===== config.mk =====
export PLATFORM = sky130hd
export DESIGN_NAME = bp_cce_mem_requester
export DESIGN_NICKNAME = d
export VERILOG_FILES = /design/src/rtl/bp_cce_mem_requester_pkg.sv /design/src/rtl/bp_cce_mem_requester_credits.sv /design/src/rtl/bp_cce_mem_requester.sv
export SDC_FILE = /design/constraint.sdc
export NUM_CORES = 1
export LEC_CHECK = 0
export ABC_AREA = 1
export BUFFER_PORTS_ARGS = -buffer_cell sky130_fd_sc_hd__buf_2
export CAP_MARGIN = 10
export CORE_AREA = 2 2 183 185
export DETAILED_ROUTE_END_ITERATION = 7
export DIE_AREA = 0 0 185 187
export GPL_ROUTABILITY_DRIVEN = 0
export SLEW_MARGIN = 20
export SYNTH_ARGS = -nofsm -noshare
export SYNTH_HDL_FRONTEND = slang
export SYNTH_SLANG_ARGS = --single-unit

===== constraint.sdc =====
create_clock -name clk_i -period 2.65 [get_ports clk_i]
set_clock_uncertainty 0.15 [all_clocks]
set_input_delay 0 -clock clk_i [delete_from_list [all_inputs] [get_ports clk_i]]
set_output_delay 0 -clock clk_i [all_outputs]
set_load 0.005 [all_outputs]

===== src/rtl/bp_cce_mem_requester_pkg.sv =====
// Shared types for the cce_mem requester: processor config lookup, memory
// message layout, and the error bit indices reported on error_o.
package bp_cce_mem_requester_pkg;

  typedef enum logic [0:0] {
    e_bp_default_cfg = 1'b0
  } bp_params_e;

  typedef struct packed {
    int paddr_width;
    int cce_block_width;
    int lce_id_width;
  } bp_proc_param_s;

  // Widths for each supported processor configuration
  function automatic bp_proc_param_s bp_get_cfg(bp_params_e cfg);
    bp_proc_param_s p;
    case (cfg)
      e_bp_default_cfg: p = '{paddr_width: 40, cce_block_width: 64, lce_id_width: 4};
      default:          p = '{paddr_width: 40, cce_block_width: 64, lce_id_width: 4};
    endcase
    return p;
  endfunction

  localparam bp_proc_param_s default_cfg_gp = bp_get_cfg(e_bp_default_cfg);
  localparam int paddr_width_gp     = default_cfg_gp.paddr_width;
  localparam int cce_block_width_gp = default_cfg_gp.cce_block_width;
  localparam int lce_id_width_gp    = default_cfg_gp.lce_id_width;

  typedef enum logic [3:0] {
    e_mem_msg_rd    = 4'b0000,
    e_mem_msg_wr    = 4'b0001,
    e_mem_msg_uc_rd = 4'b0010,
    e_mem_msg_uc_wr = 4'b0011,
    e_mem_msg_pre   = 4'b0100
  } bp_mem_msg_e;

  typedef enum logic [2:0] {
    e_mem_msg_size_1  = 3'b000,
    e_mem_msg_size_2  = 3'b001,
    e_mem_msg_size_4  = 3'b010,
    e_mem_msg_size_8  = 3'b011,
    e_mem_msg_size_16 = 3'b100,
    e_mem_msg_size_32 = 3'b101,
    e_mem_msg_size_64 = 3'b110
  } bp_mem_msg_size_e;

  typedef struct packed {
    logic [lce_id_width_gp-1:0] lce_id;
    logic [2:0]                 way_id;
  } bp_mem_msg_payload_s;

  typedef struct packed {
    bp_mem_msg_payload_s         payload;
    bp_mem_msg_size_e            size;
    logic [paddr_width_gp-1:0]   addr;
    bp_mem_msg_e                 msg_type;
  } bp_cce_mem_msg_header_s;

  typedef struct packed {
    logic [cce_block_width_gp-1:0] data;
    bp_cce_mem_msg_header_s        header;
  } bp_cce_mem_msg_s;

  // Bit positions inside error_o
  typedef enum logic [0:0] {
    e_req_err_unexpected = 1'b0,
    e_req_err_timeout    = 1'b1
  } bp_req_err_e;

endpackage


===== src/rtl/bp_cce_mem_requester_credits.sv =====
// In-flight command credit counter plus sticky protocol error flags.
// Optional watchdog enabled by defining BP_CCE_MEM_REQUESTER_TIMEOUT_EN.
module bp_cce_mem_requester_credits
  import bp_cce_mem_requester_pkg::*;
 #(parameter int max_outstanding_p = 4
  , parameter int timeout_p         = 1024
  , localparam int credit_width_lp  = $clog2(max_outstanding_p + 1)
  )
  (input  logic                       clk_i
  , input  logic                       reset_i
  , input  logic                       send_i
  , input  logic                       yumi_i
  , input  logic                       resp_v_i
  , output logic [credit_width_lp-1:0] credits_o
  , output logic [1:0]                 error_o
  );

  logic [credit_width_lp-1:0] credits_reg, credits_next;
  logic                       unexpected_reg;
  logic                       timeout_err;
  logic                       dec;

  // A consume with no credits is already flagged as unexpected; never wrap below zero
  assign dec = yumi_i & (credits_reg != '0);

  // Send and consume in the same cycle cancel out
  always_comb begin
    credits_next = credits_reg;
    if (send_i & ~dec)
      credits_next = credits_reg + credit_width_lp'(1);
    else if (~send_i & dec)
      credits_next = credits_reg - credit_width_lp'(1);
  end

  // Credit register and sticky unexpected-response flag
  always_ff @(posedge clk_i) begin
    if (reset_i) begin
      credits_reg    <= '0;
      unexpected_reg <= 1'b0;
    end else begin
      credits_reg <= credits_next;
      if (resp_v_i & (credits_reg == '0))
        unexpected_reg <= 1'b1;
    end
  end

`ifdef BP_CCE_MEM_REQUESTER_TIMEOUT_EN
  localparam int wd_width_lp = (timeout_p > 1) ? $clog2(timeout_p) : 1;
  localparam logic [wd_width_lp-1:0] wd_limit_lp = wd_width_lp'(timeout_p - 1);

  logic [wd_width_lp-1:0] wd_reg, wd_next;
  logic                   timeout_reg;
  logic                   wd_count_en;

  // Only count while something is outstanding and no progress is being made
  assign wd_count_en = (credits_reg != '0) & ~yumi_i;

  // Watchdog counts up and saturates at the limit
  always_comb begin
    wd_next = wd_reg;
    if (~wd_count_en)
      wd_next = '0;
    else if (wd_reg != wd_limit_lp)
      wd_next = wd_reg + wd_width_lp'(1);
  end

  // Watchdog register and sticky timeout flag
  always_ff @(posedge clk_i) begin
    if (reset_i) begin
      wd_reg      <= '0;
      timeout_reg <= 1'b0;
    end else begin
      wd_reg <= wd_next;
      if (wd_count_en & (wd_next == wd_limit_lp))
        timeout_reg <= 1'b1;
    end
  end

  assign timeout_err = timeout_reg;
`else
  localparam int unused_timeout_lp = timeout_p;
  assign timeout_err = 1'b0;
`endif

  assign credits_o                      = credits_reg;
  assign error_o[e_req_err_unexpected]  = unexpected_reg;
  assign error_o[e_req_err_timeout]     = timeout_err;

endmodule


===== src/rtl/bp_cce_mem_requester.sv =====
// Initiator side of the cce_mem interface: turns ready/valid client requests
// into memory commands through a one-entry buffer, forwards responses straight
// back to the client, and bounds in-flight commands with a credit counter.
// Optional watchdog: define BP_CCE_MEM_REQUESTER_TIMEOUT_EN.
module bp_cce_mem_requester
  import bp_cce_mem_requester_pkg::*;
 #(parameter bp_params_e bp_params_p       = e_bp_default_cfg
  , parameter int         max_outstanding_p = 4
  , parameter int         timeout_p         = 1024
  , localparam bp_proc_param_s proc_param_lp   = bp_get_cfg(bp_params_p)
  , localparam int paddr_width_p             = proc_param_lp.paddr_width
  , localparam int cce_block_width_p         = proc_param_lp.cce_block_width
  , localparam int cce_mem_msg_width_lp      = $bits(bp_cce_mem_msg_s)
  , localparam int header_width_lp           = $bits(bp_cce_mem_msg_header_s)
  , localparam int size_width_lp             = $bits(bp_mem_msg_size_e)
  )
  (input  logic                            clk_i
  , input  logic                            reset_i
  , input  logic                            req_v_i
  , output logic                            req_ready_o
  , input  logic                            req_wr_i
  , input  logic [paddr_width_p-1:0]        req_addr_i
  , input  logic [size_width_lp-1:0]        req_size_i
  , input  logic [cce_block_width_p-1:0]    req_data_i
  , output logic [cce_mem_msg_width_lp-1:0] mem_cmd_o
  , output logic                            mem_cmd_v_o
  , input  logic                            mem_cmd_ready_i
  , input  logic [cce_mem_msg_width_lp-1:0] mem_resp_i
  , input  logic                            mem_resp_v_i
  , output logic                            mem_resp_yumi_o
  , output logic                            resp_v_o
  , output logic [header_width_lp-1:0]      resp_header_o
  , output logic [cce_block_width_p-1:0]    resp_data_o
  , input  logic                            resp_yumi_i
  , output logic                            idle_o
  , output logic [1:0]                      error_o
  );

  localparam int credit_width_lp = $clog2(max_outstanding_p + 1);
  localparam logic [credit_width_lp:0] max_lp = (credit_width_lp + 1)'(max_outstanding_p);

  bp_cce_mem_msg_s            cmd_reg, cmd_next;
  bp_cce_mem_msg_s            resp_msg;
  logic                       cmd_v_reg, cmd_v_next;
  logic                       cmd_send;
  logic                       req_accept;
  logic [credit_width_lp-1:0] credits;
  logic [credit_width_lp:0]   committed;

  assign mem_cmd_v_o = cmd_v_reg & ~reset_i;
  assign mem_cmd_o   = cmd_reg;
  assign cmd_send    = mem_cmd_v_o & mem_cmd_ready_i;

  // Commands already on the wire plus the one waiting in the buffer
  assign committed   = {1'b0, credits} + {{credit_width_lp{1'b0}}, cmd_v_reg};
  assign req_ready_o = ~reset_i & (~cmd_v_reg | cmd_send) & (committed < max_lp);
  assign req_accept  = req_v_i & req_ready_o;

  // Buffer update: a send frees the slot, an accept refills it in the same cycle
  always_comb begin
    cmd_v_next = cmd_v_reg;
    cmd_next   = cmd_reg;
    if (cmd_send)
      cmd_v_next = 1'b0;
    if (req_accept) begin
      cmd_v_next                = 1'b1;
      cmd_next.header.msg_type  = req_wr_i ? e_mem_msg_wr : e_mem_msg_rd;
      cmd_next.header.addr      = req_addr_i;
      cmd_next.header.size      = bp_mem_msg_size_e'(req_size_i);
      cmd_next.header.payload   = '0;
      cmd_next.data             = req_wr_i ? req_data_i : '0;
    end
  end

  // One-entry command buffer
  always_ff @(posedge clk_i) begin
    if (reset_i) begin
      cmd_v_reg <= 1'b0;
      cmd_reg   <= '0;
    end else begin
      cmd_v_reg <= cmd_v_next;
      cmd_reg   <= cmd_next;
    end
  end

  // Responses pass straight through to the client
  assign resp_msg        = bp_cce_mem_msg_s'(mem_resp_i);
  assign resp_v_o        = mem_resp_v_i & ~reset_i;
  assign resp_header_o   = resp_msg.header;
  assign resp_data_o     = resp_msg.data;
  assign mem_resp_yumi_o = resp_yumi_i & resp_v_o;

  assign idle_o = reset_i | (~cmd_v_reg & (credits == '0));

  bp_cce_mem_requester_credits
   #(.max_outstanding_p(max_outstanding_p)
    ,.timeout_p(timeout_p)
    )
   u_credits
    (.clk_i(clk_i)
    ,.reset_i(reset_i)
    ,.send_i(cmd_send)
    ,.yumi_i(mem_resp_yumi_o)
    ,.resp_v_i(resp_v_o)
    ,.credits_o(credits)
    ,.error_o(error_o)
    );

endmodule

==> results.py <==
metrics = {
    "status": {
        "status": "finished, final reports clean",
    },
    "setup_path": {
        "path_class": "input pin to primary output",
        "worstPathMaxFanout": 67,
        "crit_start": "reset_i",
        "endpoint": "req_ready_o",
        "startpoint_type": "input pin",
        "cp.arrival_ns": 2.00,
        "worstRegToRegCells": 11,
        "worstReg2RegEnd": "u_credits.credits_o[2]",
        "worst_setup_path_end_kind": "primary output",
        "required_ns": 2.50,
        "r2r_setup_slack_ns": 0.56,
        "r2r_start": "u_credits.credits_o[0]",
    },
    "synthesis": {
        "yosysMostFrequentCell": "nand2_1",
        "synthCells": 879,
        "synthesis.area_um2": 5979,
        "synth_common_cells": "nand2_1 (221), buf_4 (134), inv_1 (117), dfxtp_1 (113), nor2_1 (94)",
        "yosys_warnings": 0,
        "synth.avg_cell_area_um2": 6.803,
        "synth_top_area_share": 0.3783,
        "ys_async_sr_fraction": 0,
        "ys.flop_type": "dfxtp_1",
        "yosys.area.top_type": "dfxtp_1",
        "synth_enable_flop_cells": 0,
        "synth.yosys.seq_area_share": 0.3783,
        "synth_area_leaders": "dfxtp_1 (38%), buf_4 (17%), nand2_1 (14%), inv_1 (7.3%), nand4_1 (6.8%)",
        "synth_seq_cells": 113,
        "synth_cell_types": 21,
    },
    "drt": {
        "drtAntennaViolNets": 0,
        "drc": 0,
        "avgRoutedWirePerCell_um": 13.79,
        "drt_wl_total_um": 22710,
        "vias": 6525,
        "first_pass_iters": 5,
        "via_per_inst": 3.962,
        "drtIter0Drc": 214,
    },
    "final_layout": {
        "drive_above_1_share": 0.2237,
        "final_area_um2": 9482,
        "area_growth_pct": 58.57,
        "largest_reg_flops": 108,
        "nets": 1419,
        "final_util": 0.2885,
    },
    "cts": {
        "cts_tree": "built",
        "htreeDepth": 4,
        "numCtsBuffers": 17,
        "clockBufferDepth": 2,
        "clk_pin_slew_ns": 0.06,
        "cts_setup_buffers": 0,
        "cts_root_buf": "clkbuf_16",
        "clk_latency_ns": 0.42,
        "cts_hold_buf": 228,
        "cts.sinks": 113,
        "cts-resized-gates": 0,
    },
    "power": {
        "power.density_nw_per_um2": 544.6,
        "swShare": 0.2650,
        "ir_drop_mv": 0.4251,
        "p_int_mw": 3.795,
        "clockPowerShare": 0.468,
        "p_total_mw": 5.164,
        "p_comb_frac": 0.176,
        "p_sw_mw": 1.368,
        "leakagePower_nw": 4.829,
        "seqPwrFrac": 0.356,
    },
    "placement": {
        "hpwl_um": 12480,
        "dp_slack_ns": 0.5858,
        "dpl_cell_area_um2": 6589,
        "io_buffers": 227,
    },
    "global_routing": {
        "grt_pass1_wl_um": 33710,
        "gr-usage-all-layers": 0.1283,
        "grt_max_degree": 68,
        "antenna_found_initial": 2,
        "grt_pass1_vias": 6598,
        "grt-ovfl-total": 0,
    },
    "timing": {
        "drv_slew": 0,
        "relSlewSlack": 0.4325,
        "worst_pin_slew_ns": 0.8512,
        "post-route-period-util": 0.8098,
        "final_hold_viol_count": 0,
        "layout_min_cycle_time_ns": 2.146,
        "finalSetupViolCount": 0,
        "fmax_ghz": 0.4660,
        "rsz0062_at_grt": "false",
        "setup_tns_ns": 0,
        "worst_slack_ns": 0.5042,
    },
    "job": {
        "max_cap_violations": 0,
    },
    "floorplanning": {
        "fp.dieArea_um2": 34600,
        "die_w_um": 185,
        "start_util": 0.1820,
        "coreArea_um2": 32860,
        "row_count": 67,
        "die_y_um": 187,
        "io_pins": 475,
    },
    "worst_hold_path": {
        "worstHoldPathType": "input pin to flip-flop",
    },
}
through the flow:
step	hold WS [ns]	instances
after floorplan	-0.07579	889
after global placement	-0.1500	1386
after detailed placement	-0.1500	1386
after CTS	0.04284	1646
after global routing	0.09212	1647
final	0.09277	1647
power by group through the flow:
stage / Sequential [mW] / Clock [mW] / Combinational (mW)
finish: 1.84 / 2.42 / 0.907
global route: 1.85 / 2.59 / 1.01
CTS: 1.84 / 2.54 / 0.898
detailed placement: 1.87 / 0 / 0.606
global placement: 1.87 / 0 / 0.602
floorplan: 1.88 / 0 / 0.485
worst min-delay path by stage:
| stage | startpoint | slack, ns | end | depth (start not counted) |
|---|---|---|---|---|
| 3_5_place_dp | mem_resp_i[71] | -0.15 | resp_data_o[17] | 0 |
| 2_1_floorplan | mem_resp_v_i | -0.08 | resp_v_o | 2 |
| 3_3_place_gp | mem_resp_i[71] | -0.15 | resp_data_o[17] | 0 |
| 4_1_cts | mem_resp_v_i | 0.04 | u_credits.credits_o[1] | 5 |
| 6_report | mem_resp_v_i | 0.09 | u_credits.credits_o[1] | 5 |
| 5_1_grt | mem_resp_v_i | 0.09 | u_credits.credits_o[1] | 5 |
metal layers:
metal	vias to the layer above	track usage	routed length, um
li1	3168	-	-
met4	2	0.08547	1023
met2	381	0.2276	11260
met5	-	0	13
met3	63	0.04283	1862
met1	2911	0.1259	8546
critical path: stages:
cell and delay (ns):
dlygate4sd3_1 0.53, buf_2 0.20, o21ai_4 0.21, buf_4 0.60, inv_1 0.08, nor2_1 0.21
buf_2 0.16
logic make-up after synthesis:
group	after synthesis	share of synthesized area
buffers and inverters	305	0.2810
other	1	0.0006271
xor gates and xnor gates	1	0.001465
and+or+nand+nor	385	0.2710
AOI/OAI and AO/OA	72	0.06215
adders and majority gates	2	0.005440
DFF	113	0.3783
cell type report:
type,count,area [um^2]
fill,3451,23380
timing repair buffer,464,3523
sequential,113,2262
multi-input combinational,471,2082
tap,448,560.5
clock buffer,23,478.0
inverter,118,442.9
clock inverter,9,130.1
antenna,1,2.502
cell usage in the layout, fill, tap and decap left out:
cell / Yosys / routed
o21ai_0: 3 / 3
bufinv_16: 0 / 3
clkbuf_1: 19 / 3
nand4_1: 65 / 65
buf_12: 0 / 3
inv_1: 117 / 117
clkbuf_8: 0 / 3
clkbuf_16: 0 / 17
diode_2: 0 / 1
fa_1: 1 / 1
buf_2: 26 / 227
buf_4: 134 / 6
clkinv_2: 0 / 2
nand3_1: 1 / 1
a21oi_1: 68 / 68
nor3_1: 2 / 2
dlygate4sd3_1: 0 / 228
xor2_1: 1 / 1
ha_1: 1 / 1
dfxtp_1: 113 / 113
nand2_1: 221 / 221
inv_2: 1 / 1
clkinvlp_4: 0 / 4
and3_1: 1 / 1
conb_1: 1 / 11
nand3_4: 0 / 1
o21ai_4: 1 / 1
nor2_1: 94 / 94
No activity file was read; power rests on OpenSTA's default activity.
